**config.mk**
```make
export PLATFORM = sky130hd
export DESIGN_NAME = regfile_wb_arbiter_flat
export DESIGN_NICKNAME = d
export VERILOG_FILES = /design/src/rtl/regfile_wb_arbiter_if.sv /design/src/rtl/regfile_wb_arbiter.sv /design/src/flat_wrapper.sv
export SDC_FILE = /design/constraint.sdc
export NUM_CORES = 1
export LEC_CHECK = 0
export ABC_AREA = 1
export BUFFER_PORTS_ARGS = -buffer_cell sky130_fd_sc_hd__buf_2
export CORE_MARGIN = 1
export CORE_UTILIZATION = 50
export DETAILED_ROUTE_END_ITERATION = 6
export GPL_TIMING_DRIVEN = 0
export PLACE_DENSITY_LB_ADDON = 0.15
export REMOVE_ABC_BUFFERS = 1
export SLEW_MARGIN = 20
export SYNTH_ARGS = -nofsm -noshare
export SYNTH_HDL_FRONTEND = slang
export SYNTH_SLANG_ARGS = --single-unit
```
**constraint.sdc**
```tcl
create_clock -name clk -period 5.8 [get_ports clk]
set_input_delay 1.74 -clock clk [delete_from_list [all_inputs] [get_ports clk]]
set_output_delay 1.74 -clock clk [all_outputs]
set_load 0.005 [all_outputs]
```
**src/rtl/regfile_wb_arbiter_if.sv**
```systemverilog
// Write-back arbiter bus: pipe results, long-result
// handshake, register file write ports and status.
interface regfile_wb_arbiter_if #(
  parameter int LQ_DEPTH = 4
);
  localparam int CW = $clog2(LQ_DEPTH) + 1;

  logic [1:0]        pipe_valid;
  logic [1:0][4:0]   pipe_addr;
  logic [1:0][31:0]  pipe_data;
  logic              lsrc_valid;
  logic              lsrc_ready;
  logic [4:0]        lsrc_addr;
  logic [31:0]       lsrc_data;
  logic [1:0]        write_ena;
  logic [1:0][4:0]   write_addr;
  logic [1:0][31:0]  write_data;
  logic [31:0]       busy_mask;
  logic [CW-1:0]     lq_count;

  modport master (
    output pipe_valid, pipe_addr, pipe_data,
    output lsrc_valid, lsrc_addr, lsrc_data,
    input  lsrc_ready,
    input  write_ena, write_addr, write_data,
    input  busy_mask, lq_count
  );

  modport slave (
    input  pipe_valid, pipe_addr, pipe_data,
    input  lsrc_valid, lsrc_addr, lsrc_data,
    output lsrc_ready,
    output write_ena, write_addr, write_data,
    output busy_mask, lq_count
  );
endinterface

```
**src/rtl/regfile_wb_arbiter.sv**
```systemverilog
// Dual write-port arbiter: in-order pipe results plus
// an ordered queue of long-latency results.
module regfile_wb_arbiter #(
  parameter int LQ_DEPTH = 4
) (
  input logic               clk,
  input logic               rst,
  regfile_wb_arbiter_if.slave bus
);
  localparam int PW = $clog2(LQ_DEPTH);
  localparam int CW = PW + 1;

  logic [PW-1:0]    r_head;
  logic [PW-1:0]    r_tail;
  logic [CW-1:0]    r_count;
  logic [4:0]       r_q_addr [LQ_DEPTH];
  logic [31:0]      r_q_data [LQ_DEPTH];

  logic [1:0]       r_wena;
  logic [1:0][4:0]  r_waddr;
  logic [1:0][31:0] r_wdata;

  logic [1:0]       w_p;
  logic             w_ready;
  logic             w_push;
  logic             w_has1;
  logic             w_has2;
  logic [PW-1:0]    w_head1;
  logic [1:0]       w_s_ena;
  logic [1:0][4:0]  w_s_addr;
  logic [1:0][31:0] w_s_data;
  logic [1:0]       w_pops;
  logic             w_coll;
  logic             w_s0_wins;
  logic [1:0]       w_fin;
  logic [31:0]      w_busy;

  // Writes to r0 are swallowed: they never claim a slot.
  assign w_p[0] = bus.pipe_valid[0] &
                  (bus.pipe_addr[0] != 5'd0);
  assign w_p[1] = bus.pipe_valid[1] &
                  (bus.pipe_addr[1] != 5'd0);

  assign w_ready = !rst &&
                   (r_count < CW'(LQ_DEPTH));
  assign w_push  = bus.lsrc_valid & w_ready &
                   (bus.lsrc_addr != 5'd0);
  assign w_has1  = r_count != '0;
  assign w_has2  = r_count > CW'(1);
  assign w_head1 = r_head + PW'(1);

  // Fill free slots from the queue, oldest entry into
  // the lowest free slot.
  always_comb begin
    w_s_ena  = w_p;
    w_s_addr = bus.pipe_addr;
    w_s_data = bus.pipe_data;
    w_pops   = 2'd0;
    unique case (1'b1)
      (w_p == 2'b11): begin
      end
      (w_p == 2'b01): begin
        if (w_has1) begin
          w_s_ena[1]  = 1'b1;
          w_s_addr[1] = r_q_addr[r_head];
          w_s_data[1] = r_q_data[r_head];
          w_pops      = 2'd1;
        end
      end
      (w_p == 2'b10): begin
        if (w_has1) begin
          w_s_ena[0]  = 1'b1;
          w_s_addr[0] = r_q_addr[r_head];
          w_s_data[0] = r_q_data[r_head];
          w_pops      = 2'd1;
        end
      end
      default: begin
        if (w_has1) begin
          w_s_ena[0]  = 1'b1;
          w_s_addr[0] = r_q_addr[r_head];
          w_s_data[0] = r_q_data[r_head];
          w_pops      = 2'd1;
        end
        if (w_has2) begin
          w_s_ena[1]  = 1'b1;
          w_s_addr[1] = r_q_addr[w_head1];
          w_s_data[1] = r_q_data[w_head1];
          w_pops      = 2'd2;
        end
      end
    endcase
  end

  // Slot 1 is the younger write except when slot 0 is
  // a pipe result and slot 1 came from the queue.
  assign w_coll    = w_s_ena[0] & w_s_ena[1] &
                     (w_s_addr[0] == w_s_addr[1]);
  assign w_s0_wins = w_p[0] & ~w_p[1];
  assign w_fin[0]  = w_s_ena[0] &
                     ~(w_coll & ~w_s0_wins);
  assign w_fin[1]  = w_s_ena[1] &
                     ~(w_coll & w_s0_wins);

  // Registered register-file write ports.
  always_ff @(posedge clk or posedge rst) begin
    if (rst) begin
      r_wena  <= '0;
      r_waddr <= '0;
      r_wdata <= '0;
    end else begin
      r_wena  <= w_fin;
      r_waddr <= w_s_addr;
      r_wdata <= w_s_data;
    end
  end

  // Queue pointers and occupancy.
  always_ff @(posedge clk or posedge rst) begin
    if (rst) begin
      r_head  <= '0;
      r_tail  <= '0;
      r_count <= '0;
    end else begin
      if (w_push) r_tail <= r_tail + PW'(1);
      r_head  <= r_head + PW'(w_pops);
      r_count <= r_count + CW'(w_push) -
                 CW'(w_pops);
    end
  end

  // Queue payload storage; validity lives in the pointers.
  always_ff @(posedge clk) begin
    if (w_push) begin
      r_q_addr[r_tail] <= bus.lsrc_addr;
      r_q_data[r_tail] <= bus.lsrc_data;
    end
  end

  // Busy mask from live queue entries and pending writes.
  always_comb begin
    logic [PW-1:0] off;
    w_busy = '0;
    off    = '0;
    for (int i = 0; i < LQ_DEPTH; i++) begin
      off = PW'(i) - r_head;
      if ({1'b0, off} < r_count)
        w_busy[r_q_addr[i]] = 1'b1;
    end
    for (int s = 0; s < 2; s++) begin
      if (r_wena[s])
        w_busy[r_waddr[s]] = 1'b1;
    end
  end

  assign bus.lsrc_ready = w_ready;
  assign bus.write_ena  = r_wena;
  assign bus.write_addr = r_waddr;
  assign bus.write_data = r_wdata;
  assign bus.busy_mask  = w_busy;
  assign bus.lq_count   = r_count;

endmodule
```
**src/flat_wrapper.sv**
```systemverilog
// flat-port wrapper written by rule: the top's interface ports become plain ports
module regfile_wb_arbiter_flat 
#(
  parameter int LQ_DEPTH = 4
)
  (clk, rst, bus_pipe_valid, bus_pipe_addr, bus_pipe_data, bus_lsrc_valid, bus_lsrc_addr, bus_lsrc_data, bus_lsrc_ready, bus_write_ena, bus_write_addr, bus_write_data, bus_busy_mask, bus_lq_count);
  regfile_wb_arbiter_if #(.LQ_DEPTH(LQ_DEPTH)) bus_i ();
  input logic clk;
  input logic rst;
  input wire logic [$bits(bus_i.pipe_valid)-1:0] bus_pipe_valid;
  input wire logic [$bits(bus_i.pipe_addr)-1:0] bus_pipe_addr;
  input wire logic [$bits(bus_i.pipe_data)-1:0] bus_pipe_data;
  input wire logic [$bits(bus_i.lsrc_valid)-1:0] bus_lsrc_valid;
  input wire logic [$bits(bus_i.lsrc_addr)-1:0] bus_lsrc_addr;
  input wire logic [$bits(bus_i.lsrc_data)-1:0] bus_lsrc_data;
  output wire logic [$bits(bus_i.lsrc_ready)-1:0] bus_lsrc_ready;
  output wire logic [$bits(bus_i.write_ena)-1:0] bus_write_ena;
  output wire logic [$bits(bus_i.write_addr)-1:0] bus_write_addr;
  output wire logic [$bits(bus_i.write_data)-1:0] bus_write_data;
  output wire logic [$bits(bus_i.busy_mask)-1:0] bus_busy_mask;
  output wire logic [$bits(bus_i.lq_count)-1:0] bus_lq_count;
  assign bus_i.pipe_valid = bus_pipe_valid;
  assign bus_i.pipe_addr = bus_pipe_addr;
  assign bus_i.pipe_data = bus_pipe_data;
  assign bus_i.lsrc_valid = bus_lsrc_valid;
  assign bus_i.lsrc_addr = bus_lsrc_addr;
  assign bus_i.lsrc_data = bus_lsrc_data;
  assign bus_lsrc_ready = bus_i.lsrc_ready;
  assign bus_write_ena = bus_i.write_ena;
  assign bus_write_addr = bus_i.write_addr;
  assign bus_write_data = bus_i.write_data;
  assign bus_busy_mask = bus_i.busy_mask;
  assign bus_lq_count = bus_i.lq_count;
  regfile_wb_arbiter #(.LQ_DEPTH(LQ_DEPTH)) u_core (.clk(clk), .rst(rst), .bus(bus_i));
endmodule
```
# [Yosys cells after proc, flatten, opt, wreduce, memory -nomap -nowiden]
# Memory sizes are Yosys's and may differ from the RTL's.
# Index checks and enable logic that the tools add are counted.
[word_totals] reg_bits=83 ramBits=148 output_inout_bits=112 n_memories=2
[op_classes] n_addsub=9 order_cmp=18 n_eq_ne=4 muxes=38 n_bitwise=20 n_reduce_logical=15
[memory_table] memory="u_core.r_q_data" depth=4 word_bits=32 read_ports=2 rd_ports_with_merged_regs=0 write_ports=1 line="regfile_wb_arbiter.sv:17" rtl="logic [31:0] r_q_data [LQ_DEPTH];"
[memory_table] memory="u_core.r_q_addr" depth=4 word_bits=5 read_ports=6 rd_ports_with_merged_regs=0 write_ports=1 line="regfile_wb_arbiter.sv:16" rtl="logic [4:0] r_q_addr [LQ_DEPTH];"
[ops] operator="two-way mux 32 bit" count=10
[ops] operator="OR 32 bit" count=5
[ops] operator="case mux 32 bit (2 select lines)" count=1
[ops] operator="< comparator 5 x 6 -> 1 bit, second input constant" count=6
[ops] operator="demux 1 bit (select 5 bit)" count=6
[ops] operator=">= comparator 5 x 1 -> 1 bit, second input constant" count=6
[ops] operator="two-way mux 5 bit" count=4
[ops] operator="nonzero test 5 bit" count=3
[ops] operator="two-way mux 1 bit" count=13
[ops] operator="< comparator 2 x 3 -> 1 bit" count=4
[ops] operator="bitwise AND 1 bit" count=11
[ops] operator="case mux 5 bit (2 select lines)" count=1
[ops] operator="logical AND 1 bit" count=7
[ops] operator="OR reduction 2 bit" count=3
[ops] operator="equality test 5 bit" count=1
[ops] operator="adder 2 x 1 -> 2 bit, second input constant" count=2
[ops] operator="equality test 2 bit, second input constant" count=2
[ops] operator="NOT 1 bit" count=4
[ops] operator="case mux 2 bit (2 select lines)" count=1
[ops] operator="subtractor 1 x 2 -> 2 bit, first input constant" count=2
[ops] operator="subtractor 2 bit, first input constant" count=2
[ops] operator="adder 3 x 1 -> 3 bit" count=1
[ops] operator="> comparator 3 x 1 -> 1 bit, second input constant" count=1
[ops] operator="< comparator 3 bit, second input constant" count=1
[ops] operator="7 further kinds" count=7

# [Logic depth before layout (Yosys ltp)]
# Gate-level depths: netlist of run 1.
# An unclocked memory read counts as a cell.
[logic_depth] depth_word=16 ltp_mapped=18

# [Worst setup path after synthesis of run 1]
# No wires, ideal clock.
[synth_timing] path_type="in2reg" startpoint="input bus_pipe_addr[1]" endpoint="register u_core.r_count[2] (netlist: u_core.bus.lq_count[2])" setup_time_ps=129 arrival_ps=4083 required_ps=5671 path_slack_ps=1588 path_stages=14 path_buffers=2 cell_sequence="nor2_1 > nand3_1 > nand2_2 > ha_1 > inv_1 > nor2_2 > buf_2 > clkbuf_1 > nor3_1 > ha_1 > inv_1 > ha_1 > fa_1 > xor2_1"
[synth_between] elab_chain_len=6 word_cells_on_any_way=8
[synth_lines] item="start: declaration" line="flat_wrapper.sv:11" rtl="input wire logic [$bits(bus_i.pipe_addr)-1:0] bus_pipe_addr;"
[synth_lines] item="nonzero test 5 bit (*)" line="regfile_wb_arbiter.sv:40" rtl="(bus.pipe_addr[0] != 5'd0);"
[synth_lines] item="bitwise AND 1 bit (*)" line="regfile_wb_arbiter.sv:39" rtl="assign w_p[0] = bus.pipe_valid[0] &"
[synth_lines] item="equality test 2 bit or equality test 2 x 1 -> 1 bit (tied branches)" line="regfile_wb_arbiter.sv:70, regfile_wb_arbiter.sv:62"
[synth_lines] item="OR reduction 2 bit (no line)"
[synth_lines] item="case mux 2 bit (2 select lines) (*)" line="regfile_wb_arbiter.sv:59" rtl="unique case (1'b1)"
[synth_lines] item="subtractor 3 x 2 -> 3 bit (*)" line="regfile_wb_arbiter.sv:127" rtl="r_count <= r_count + CW'(w_push) -"
[synth_lines] item="end signal: assignment" line="regfile_wb_arbiter.sv:127"
[synth_lines] item="end: declaration" line="regfile_wb_arbiter.sv:15" rtl="logic [CW-1:0] r_count;"
# Mark *: on every way between the ends. The rest lies on a longest branch, timed or not.
# A chain may end at the register's enable or synchronous reset.

# [Final worst setup path of run 1]
[layout_timing] startpoint="register u_core.r_head[0]" endpoint="output bus_busy_mask[31]"
[layout_between] elab_chain_len=13 word_cells_on_any_way=19
[layout_lines] item="start: declaration" line="regfile_wb_arbiter.sv:13" rtl="logic [PW-1:0] r_head;"
[layout_lines] item="start signal: assignment" line="regfile_wb_arbiter.sv:126" rtl="r_head <= r_head + PW'(w_pops);"
[layout_lines] item="subtractor 1 x 2 -> 2 bit" line="regfile_wb_arbiter.sv:146" rtl="off = PW'(i) - r_head;"
[layout_lines] item="< comparator 2 x 3 -> 1 bit" line="regfile_wb_arbiter.sv:147" rtl="if ({1'b0, off} < r_count)"
[layout_lines] item="two-way mux 32 bit" line="regfile_wb_arbiter.sv:147"
[layout_lines] item="OR 32 bit (no line)"
[layout_lines] item="two-way mux 32 bit" line="regfile_wb_arbiter.sv:147"
[layout_lines] item="OR 32 bit (no line)"
[layout_lines] item="two-way mux 32 bit" line="regfile_wb_arbiter.sv:147"
[layout_lines] item="OR 32 bit (no line)"
[layout_lines] item="two-way mux 32 bit (*)" line="regfile_wb_arbiter.sv:147"
[layout_lines] item="OR 32 bit (no line)"
[layout_lines] item="two-way mux 32 bit (*)" line="regfile_wb_arbiter.sv:151" rtl="if (r_wena[s])"
[layout_lines] item="OR 32 bit (no line)"
[layout_lines] item="two-way mux 32 bit (*)" line="regfile_wb_arbiter.sv:151"
[layout_lines] item="end: declaration" line="flat_wrapper.sv:20" rtl="output wire logic [$bits(bus_i.busy_mask)-1:0] bus_busy_mask;"
# Marks and branches as above.

==> results by group, run 1 <==
Power and ir drop
  • Maximum VDD drop: 0.300 mV
  • Pwr Density: 457 nW/µm²
  • Leakage: 0.00642 µW
  • Pwr Total: 6720 µW

Setup path
  • Crit-path max cell delay: 0.63 ns
  • Crit path max-delay family: simple AND/OR/NAND/NOR gates
  • Req. time, crit path: 4.06 ns
  • WP buf/inv: 3
  • Slowest CP cell: dfrtp_2
  • Crit end category: output pin
  • Launch point of the worst path: u_core.r_head[0]$_DFF_PP0_
  • Worst-path cell chain: inv_2, nand2_8, nand2_2, ha_1, nand3_1, and2_1, inv_1, nor3_2, a21oi_1, o2111ai_1, buf_2
  • WP data arrival: 3.66 ns
  • Worst-path fanout max: 32
  • RR Startpoint: u_core.r_head[0]$_DFF_PP0_
  • Setup CP Type: reg2out
  • Nature of the critical path startpoint: flip-flop
  • Worst reg-to-reg setup slack: approximately 2.7 ns

Route
  • Starting DRC count in detailed routing: 1078
  • Routed vias/inst: around 5.7
  • Post-route ant nets: 0
  • Final wirelength: 37.7 mm
  • DRC violations left: 4
  • Routed vias: ~11k
  • First-pass iteration count of the detailed router: 7
  • Routed length per placed instance: about 19 µm

Logic synthesis
  • XOR/XNOR share of the synthesized area: 0.356%
  • Compound-Gate Fraction of Synth Area: 14.5%
  • Area leader, netlist: edfxtp_1
  • EDFF count, synth: 148
  • Top cells by area, synth: edfxtp_1 36%, dfrtp_1 17%, nand2_1 14%
  • Unique cell type count in the Yosys netlist: 40
  • Yosys warnings: 0
  • Mux cell area share after synthesis: 0%
  • Main combinational cell family by area after synthesis: simple AND/OR/NAND/NOR gates
  • Ys flop type: edfxtp_1
  • Ys async rst share: 35.9%
  • Mapped Area: between 10000 and 15000 µm²
  • Syn Inst Count: 1407
  • Simple-Gate Fraction of Synth Area: 23.5%
  • Area fraction of the dominant cell type after synthesis: between 30% and 40%
  • Sequential-to-total area share from yosys stat: 53.1%
  • Post-synthesis adder-cell area fraction: 1.79%
  • FF+latch count, synth: 231
  • Synthesized area per cell: 8.73 µm²

Outcome
  • Status: complete, but fails checks
  • Failing checks: design-rule violations

Clock network
  • Htree depth: 1
  • Post-CTS Setup Bufs: 0
  • CTS root buf: clkbuf_16
  • Worst-case clock buffer depth: 3
  • Clock-pin slew on the worst setup and hold paths: 0.06 ns
  • CTS tree: built
  • Clk Latency, worst-skew pair: 0.54 ns
  • Clk sinks: 231
  • Post_cts resized: 2
  • CTS Hold Buffers Added: 0
  • Cts bufs inserted: 25

Hold path
  • HP Start: u_core.r_q_data[0][31]$_DFFE_PP_
  • Worst Hold Class: reg2reg

Floorplanning
  • Starting density of the core: 50.8%
  • Die width: approximately 160 µm
  • Core area: around 24000 µm²
  • Num rows: 57
  • Die area: about 25000 µm²
  • # IOs: 228
  • Die extent in y: between 150 and 200 µm

STA
  • Min cycle time layout: 5.40 ns
  • Setup_tns: 0 ns
  • Max Freq: 185 MHz
  • RSZ-0062 raised after global routing: false
  • Hold Vio Cnt, Final: 0
  • Final critical-path share of the clock period: 93.1%
  • Slew HR: 26.4%
  • Worst slew pin tran: 1.10 ns
  • Max-slew violation count: 0
  • Final-report setup violation count: 0
  • Clock Skew: approximately 0.013 ns

Global routing
  • Met2 Use GR: 49.5%
  • Vias in the first global route: 10.9k
  • Met3 Use GR: 6.09%
  • Largest net degree at the start of global routing: 65
  • GR peak layer: met2
  • Initial antenna violation count: 7
  • Total GRT Usage: around 30%
  • Global route overflow: 0
  • Grt met1 use: 38.2%
  • First-pass GRT wire length: roughly 59 mm

Place
  • DPL Wire Length: 25.6 mm
  • # port buffers: 227
  • Routability Congestion: 0.987

Cells and area
  • Most common cell after layout, fill and taps aside: nand2_1
  • Fill count: 2056
  • Layout cells sized above 1: 19.2%
  • Fin nets: approximately 1.7k
  • Syn-to-layout area delta: 19.6%
  • Most frequent cells in the layout: 448 x nand2_1, 227 x buf_2, 148 x edfxtp_1

Job
  • Max-cap viol count: 0
## Yosys cell counts (15+ instances only)
cell type	n
dfrtp_1	83
a221oi_1	33
edfxtp_1	148
o21ai_1	15
nand3_1	69
nor3_1	45
inv_1	133
o21ai_0	57
buf_2	21
nand2_1	448
clkbuf_1	25
nand4_1	24
a22oi_1	43
a21oi_1	43
o2111ai_1	41
ha_1	16
nor2_1	86
## worst min-delay path: stages (launching register included)
cell and delay (ns):
edfxtp_1 0.34, a221oi_1 0.10, o21ai_0 0.14
## metrics by stage
step	hold slack (ns)	utilization (%)	setup WS, ns	area, µm²	instances
after floorplan	0.543	-	0.827	12000	1351
after detailed placement	0.596	57.1	0.248	13800	1910
final	0.611	60.8	0.398	14700	1959
after global placement	0.581	56.0	-1.12	13500	1902
after CTS	0.614	60.7	0.239	14700	1956
after global routing	0.634	60.8	0.155	14700	1958
## where the power goes
group          internal [µW]  switching (µW)  leakage (µW)
logic                    902            1820       0.00366
clock network           1050             655      0.000433
registers               2080             217       0.00233
## cell type report
cell class                      count  area, µm²  area share (%)
Inverter                          144        547            3.72
Sequential cell                   231       6520            44.4
Clock inverter                     12        206            1.40
Tap cell                          324        405            2.76
Multi-Input combinational cell    976       4990            33.9
Timing Repair Buffer              235       1350            9.17
Clock buffer                       34        679            4.62
Antenna cell                        3       7.51          0.0511
## registers in the layout, summed over array words and instances (netlist names)
name and cells:
u_core.bus.lq_count 3, u_core.bus.write_addr 10, u_core.bus.write_data 64, u_core.bus.write_ena 2, u_core.r_head 2, u_core.r_q_addr 20
u_core.r_q_data 128, u_core.r_tail 2
## kinds of logic (layout without fill, tap and decap cells)
| logic type | after synthesis | in the layout |
|---|---|---|
| DFF | 231 | 231 |
| other | 0 | 3 |
| xor gates and xnor gates | 5 | 5 |
| AOI/OAI and AO/OA | 262 | 262 |
| adders and majority gates | 17 | 17 |
| buffers and inverters | 200 | 425 |
| and+or+nand+nor | 692 | 692 |
## metal layers
metal | part of all wire, % | routed length (µm)
met1 | 40 | 15200
met2 | 47 | 17800
met3 | 9.0 | 3380
met4 | 3.1 | 1160
met5 | 0.11 | 42
## worst paths after layout
| kind | to | depth (start not counted) |
|---|---|---|
| worst max register to register | u_core.bus.write_data[60]$_DFF_PP0_ | 7 |
| worst min-delay path | u_core.bus.write_data[31]$_DFF_PP0_ | 2 |
| worst max-delay path | bus_busy_mask[31] | 11 |
| min in group asynchronous | u_core.bus.write_data[58]$_DFF_PP0_ | 2 |
| worst min register to register | u_core.bus.write_data[31]$_DFF_PP0_ | 2 |
| max in group asynchronous | u_core.bus.write_addr[6]$_DFF_PP0_ | 3 |
No activity file was read; power rests on OpenSTA's default activity.
==> run 2, diff against run 1 <==
--- a/config.mk
+++ b/config.mk
@@ -6,13 +6,16 @@
 export NUM_CORES = 1
 export LEC_CHECK = 0
 export ABC_AREA = 1
-export BUFFER_PORTS_ARGS = -buffer_cell sky130_fd_sc_hd__buf_2
+export CELL_PAD_IN_SITES_DETAIL_PLACEMENT = 1
+export CELL_PAD_IN_SITES_GLOBAL_PLACEMENT = 1
 export CORE_MARGIN = 1
 export CORE_UTILIZATION = 50
 export DETAILED_ROUTE_END_ITERATION = 6
+export DONT_BUFFER_PORTS = 1
 export GPL_TIMING_DRIVEN = 0
 export PLACE_DENSITY_LB_ADDON = 0.15
 export REMOVE_ABC_BUFFERS = 1
+export SKIP_CTS_REPAIR_TIMING = 1
 export SLEW_MARGIN = 20
 export SYNTH_ARGS = -nofsm -noshare
 export SYNTH_HDL_FRONTEND = slang
==> results by group, run 2 (synthesis results as in run 1) <==
Cells and area
  • Layout cells sized above 1: 5.98% (was 19.2%)
  • Design area: 13400 µm² (was 14700 µm²)
  • Non-Filler Instances: 1729 (was 1959)
  • Largest Register: u_core.r_q_data (unchanged)
  • Ant. Diodes: 0 (was 3)
  • Fill count: 2789 (was 2056)
  • Number of flip-flops in the largest register: 128 (unchanged)
  • Most frequent cells in the layout: 447 x nand2_1, 148 x edfxtp_1, 130 x inv_1 (was 448 x nand2_1, 227 x buf_2, 148 x edfxtp_1)
  • Fin util: 55.6% (was 60.8%)
  • Syn-to-layout area delta: 9.36% (was 19.6%)
  • Most common cell after layout, fill and taps aside: nand2_1 (unchanged)
  • Fin nets: 1519 (was 1746)

Clock network
  • Htree depth: 1 (unchanged)
  • CTS tree: built (unchanged)
  • Worst-case clock buffer depth: 3 (unchanged)
  • Cts bufs inserted: 25 (unchanged)
  • Clk Latency, worst-skew pair: 0.56 ns (was 0.54 ns)
  • Clk sinks: 231 (unchanged)
  • CTS root buf: clkbuf_16 (unchanged)
  • Clock-pin slew on the worst setup and hold paths: 0.06 ns (about the same)

Global routing
  • Met2 Use GR: 62.5% (was 49.5%)
  • Grt met1 use: 40.3% (was 38.2%)
  • First-pass GRT wire length: 67.4 mm (was 58.8 mm)
  • Global route overflow: 0 (unchanged)
  • Largest net degree at the start of global routing: 65 (unchanged)
  • Initial antenna violation count: 0 (was 7)
  • GR peak layer: met2 (unchanged)
  • Vias in the first global route: 11.9k (was 10.9k)
  • Total GRT Usage: 34.7% (was 29.7%)
  • Met3 Use GR: 7.29% (was 6.09%)

Floorplanning
  • Die width: 159 µm (unchanged)
  • Die area: 25200 µm² (unchanged)
  • Num rows: 57 (unchanged)
  • Starting density of the core: 50.8% (unchanged)
  • # IOs: 228 (unchanged)
  • Core area: 24200 µm² (unchanged)
  • Die extent in y: 159 µm (unchanged)

Route
  • DRC violations left: 0 (was 4)
  • Post-route ant nets: 0 (unchanged)
  • Routed vias: 10.9k (was 11.2k)
  • Routed vias/inst: 6.30 (was 5.72)
  • Routed length per placed instance: 25.2 µm (was 19.2 µm)
  • First-pass iteration count of the detailed router: 5 (was 7)
  • Final wirelength: 43.7 mm (was 37.7 mm)
  • Starting DRC count in detailed routing: 815 (was 1078)

STA
  • Max Freq: 183 MHz (was 185 MHz)
  • RSZ-0062 raised after global routing: false (unchanged)
  • Min cycle time layout: 5.46 ns (was 5.40 ns)
  • Hold Vio Cnt, Final: 0 (unchanged)
  • Final critical-path share of the clock period: 94.1% (was 93.1%)
  • Final-report setup violation count: 0 (unchanged)
  • Setup_tns: 0 ns (unchanged)
  • Slew HR: 25.5% (was 26.4%)
  • Clock Skew: 0.0234 ns (was 0.0134 ns)
  • Max-slew violation count: 0 (unchanged)
  • Worst slew pin tran: 1.12 ns (was 1.10 ns)
  • Final Worst Setup Slack: 0.340 ns (was 0.398 ns)

Setup path
  • Worst-path fanout max: 32 (unchanged)
  • Nature of the critical path startpoint: flip-flop (unchanged)
  • R2r endpoint: u_core.bus.write_ena[1]$_DFF_PP0_ (was u_core.bus.write_data[60]$_DFF_PP0_)
  • Crit end category: output pin (unchanged)
  • RR Startpoint: u_core.bus.lq_count[2]$_DFF_PP0_ (was u_core.r_head[0]$_DFF_PP0_)
  • Worst reg-to-reg setup slack: 2.75 ns (was 2.66 ns)
  • Req. time, crit path: 4.06 ns (about the same)
  • Setup CP Type: reg2out (unchanged)
  • Reg2reg path depth: 12 (was 7)
  • WP data arrival: 3.72 ns (was 3.66 ns)

Place
  • DP Worst Slack: 0.123 ns (was 0.248 ns)
  • DPL Wire Length: 30.3 mm (was 25.6 mm)
  • Count of placed standard cells including taps: 1683 (was 1910)
  • DP Area: 12600 µm² (was 13800 µm²)
  • # port buffers: 0 (was 227)
  • Routability Congestion: 1.02 (was 0.987)

Hold path
  • WHS Endpoint: u_core.bus.write_data[28]$_DFF_PP0_ (was u_core.bus.write_data[31]$_DFF_PP0_)
  • Hold Path Cell Cnt: 2 (unchanged)
  • HP Start: u_core.r_q_data[1][28]$_DFFE_PP_ (was u_core.r_q_data[0][31]$_DFFE_PP_)
  • Worst Hold Class: reg2reg (unchanged)

Job
  • Max-cap viol count: 0 (unchanged)

Power and ir drop
  • Leakage: 0.00541 µW (was 0.00642 µW)
  • Pwr Density: 482 nW/µm² (was 457 nW/µm²)
  • Maximum VDD drop: 0.301 mV (was 0.300 mV)

Outcome
  • Status: finished clean (was complete, but fails checks)
[run 2: cell count changes in the layout (fill, tap and decap cells not counted), sizes merged]
| cell | before | now |
|---|---|---|
| inv | 144 | 146 |
| diode | 3 | 0 |
| clkbuf | 34 | 33 |
| buf | 235 | 8 |
| bufinv | 5 | 2 |
| clkinv | 7 | 9 |
[run 2: critical path, stage by stage (launching register included)]
cell       delay [ns]
dfrtp_2          0.65
inv_2            0.30
nand2_8          0.31
nand2_2          0.18
ha_1             0.31
nand3_1          0.09
and2_1           0.38
inv_1            0.14
nor3_2           0.48
a21oi_1          0.16
o2111ai_1        0.18
[run 2: worst max path at each step]
| stage | end | from | slack [ns] | depth (start not counted) |
|---|---|---|---|---|
| finish | bus_busy_mask[31] | u_core.r_head[0]$_DFF_PP0_ | 0.34 | 10 |
| global route | bus_busy_mask[10] | u_core.r_head[0]$_DFF_PP0_ | 0.17 | 10 |
| CTS | bus_busy_mask[31] | u_core.r_head[0]$_DFF_PP0_ | -0.44 | 10 |
| detailed placement | bus_busy_mask[31] | u_core.r_head[0]$_DFF_PP0_ | 0.12 | 10 |
| global placement | u_core.bus.lq_count[2]$_DFF_PP0_ | bus_pipe_addr[5] | -1.23 | 12 |
| floorplan | u_core.bus.lq_count[2]$_DFF_PP0_ | bus_pipe_addr[1] | 0.83 | 12 |
[run 2: power breakdown]
part | internal, µW | switching, µW | total (µW)
clock network | 913 | 688 | 1600
registers | 2080 | 304 | 2390
logic | 678 | 1820 | 2500
total | 3670 | 2810 | 6480
[run 2: metrics by stage]
stage | hold slack [ns] | power (µW)
final | 0.588 | 6480
after floorplan | 0.543 | 3900
after global placement | 0.577 | 4690
after CTS | 0.596 | 6460
after global routing | 0.640 | 6800
after detailed placement | 0.588 | 4840
[run 2: area by class of cell]
cell class	count	area, µm²	area share [%]
flip-flops and latches	231	6520	48.5
multi-input cells	976	4990	37.1
well taps	324	405	3.02
clock buffers	33	676	5.03
clock inverters	13	128	0.950
repair buffers	8	170	1.27
inverters	144	548	4.08
[run 2: per-layer routing]
metal	vias to the layer above	part of all wire [%]
met3	98	7.2
met1	5506	39
met5	-	0
met2	461	51
li1	4821	-
met4	0	3.2
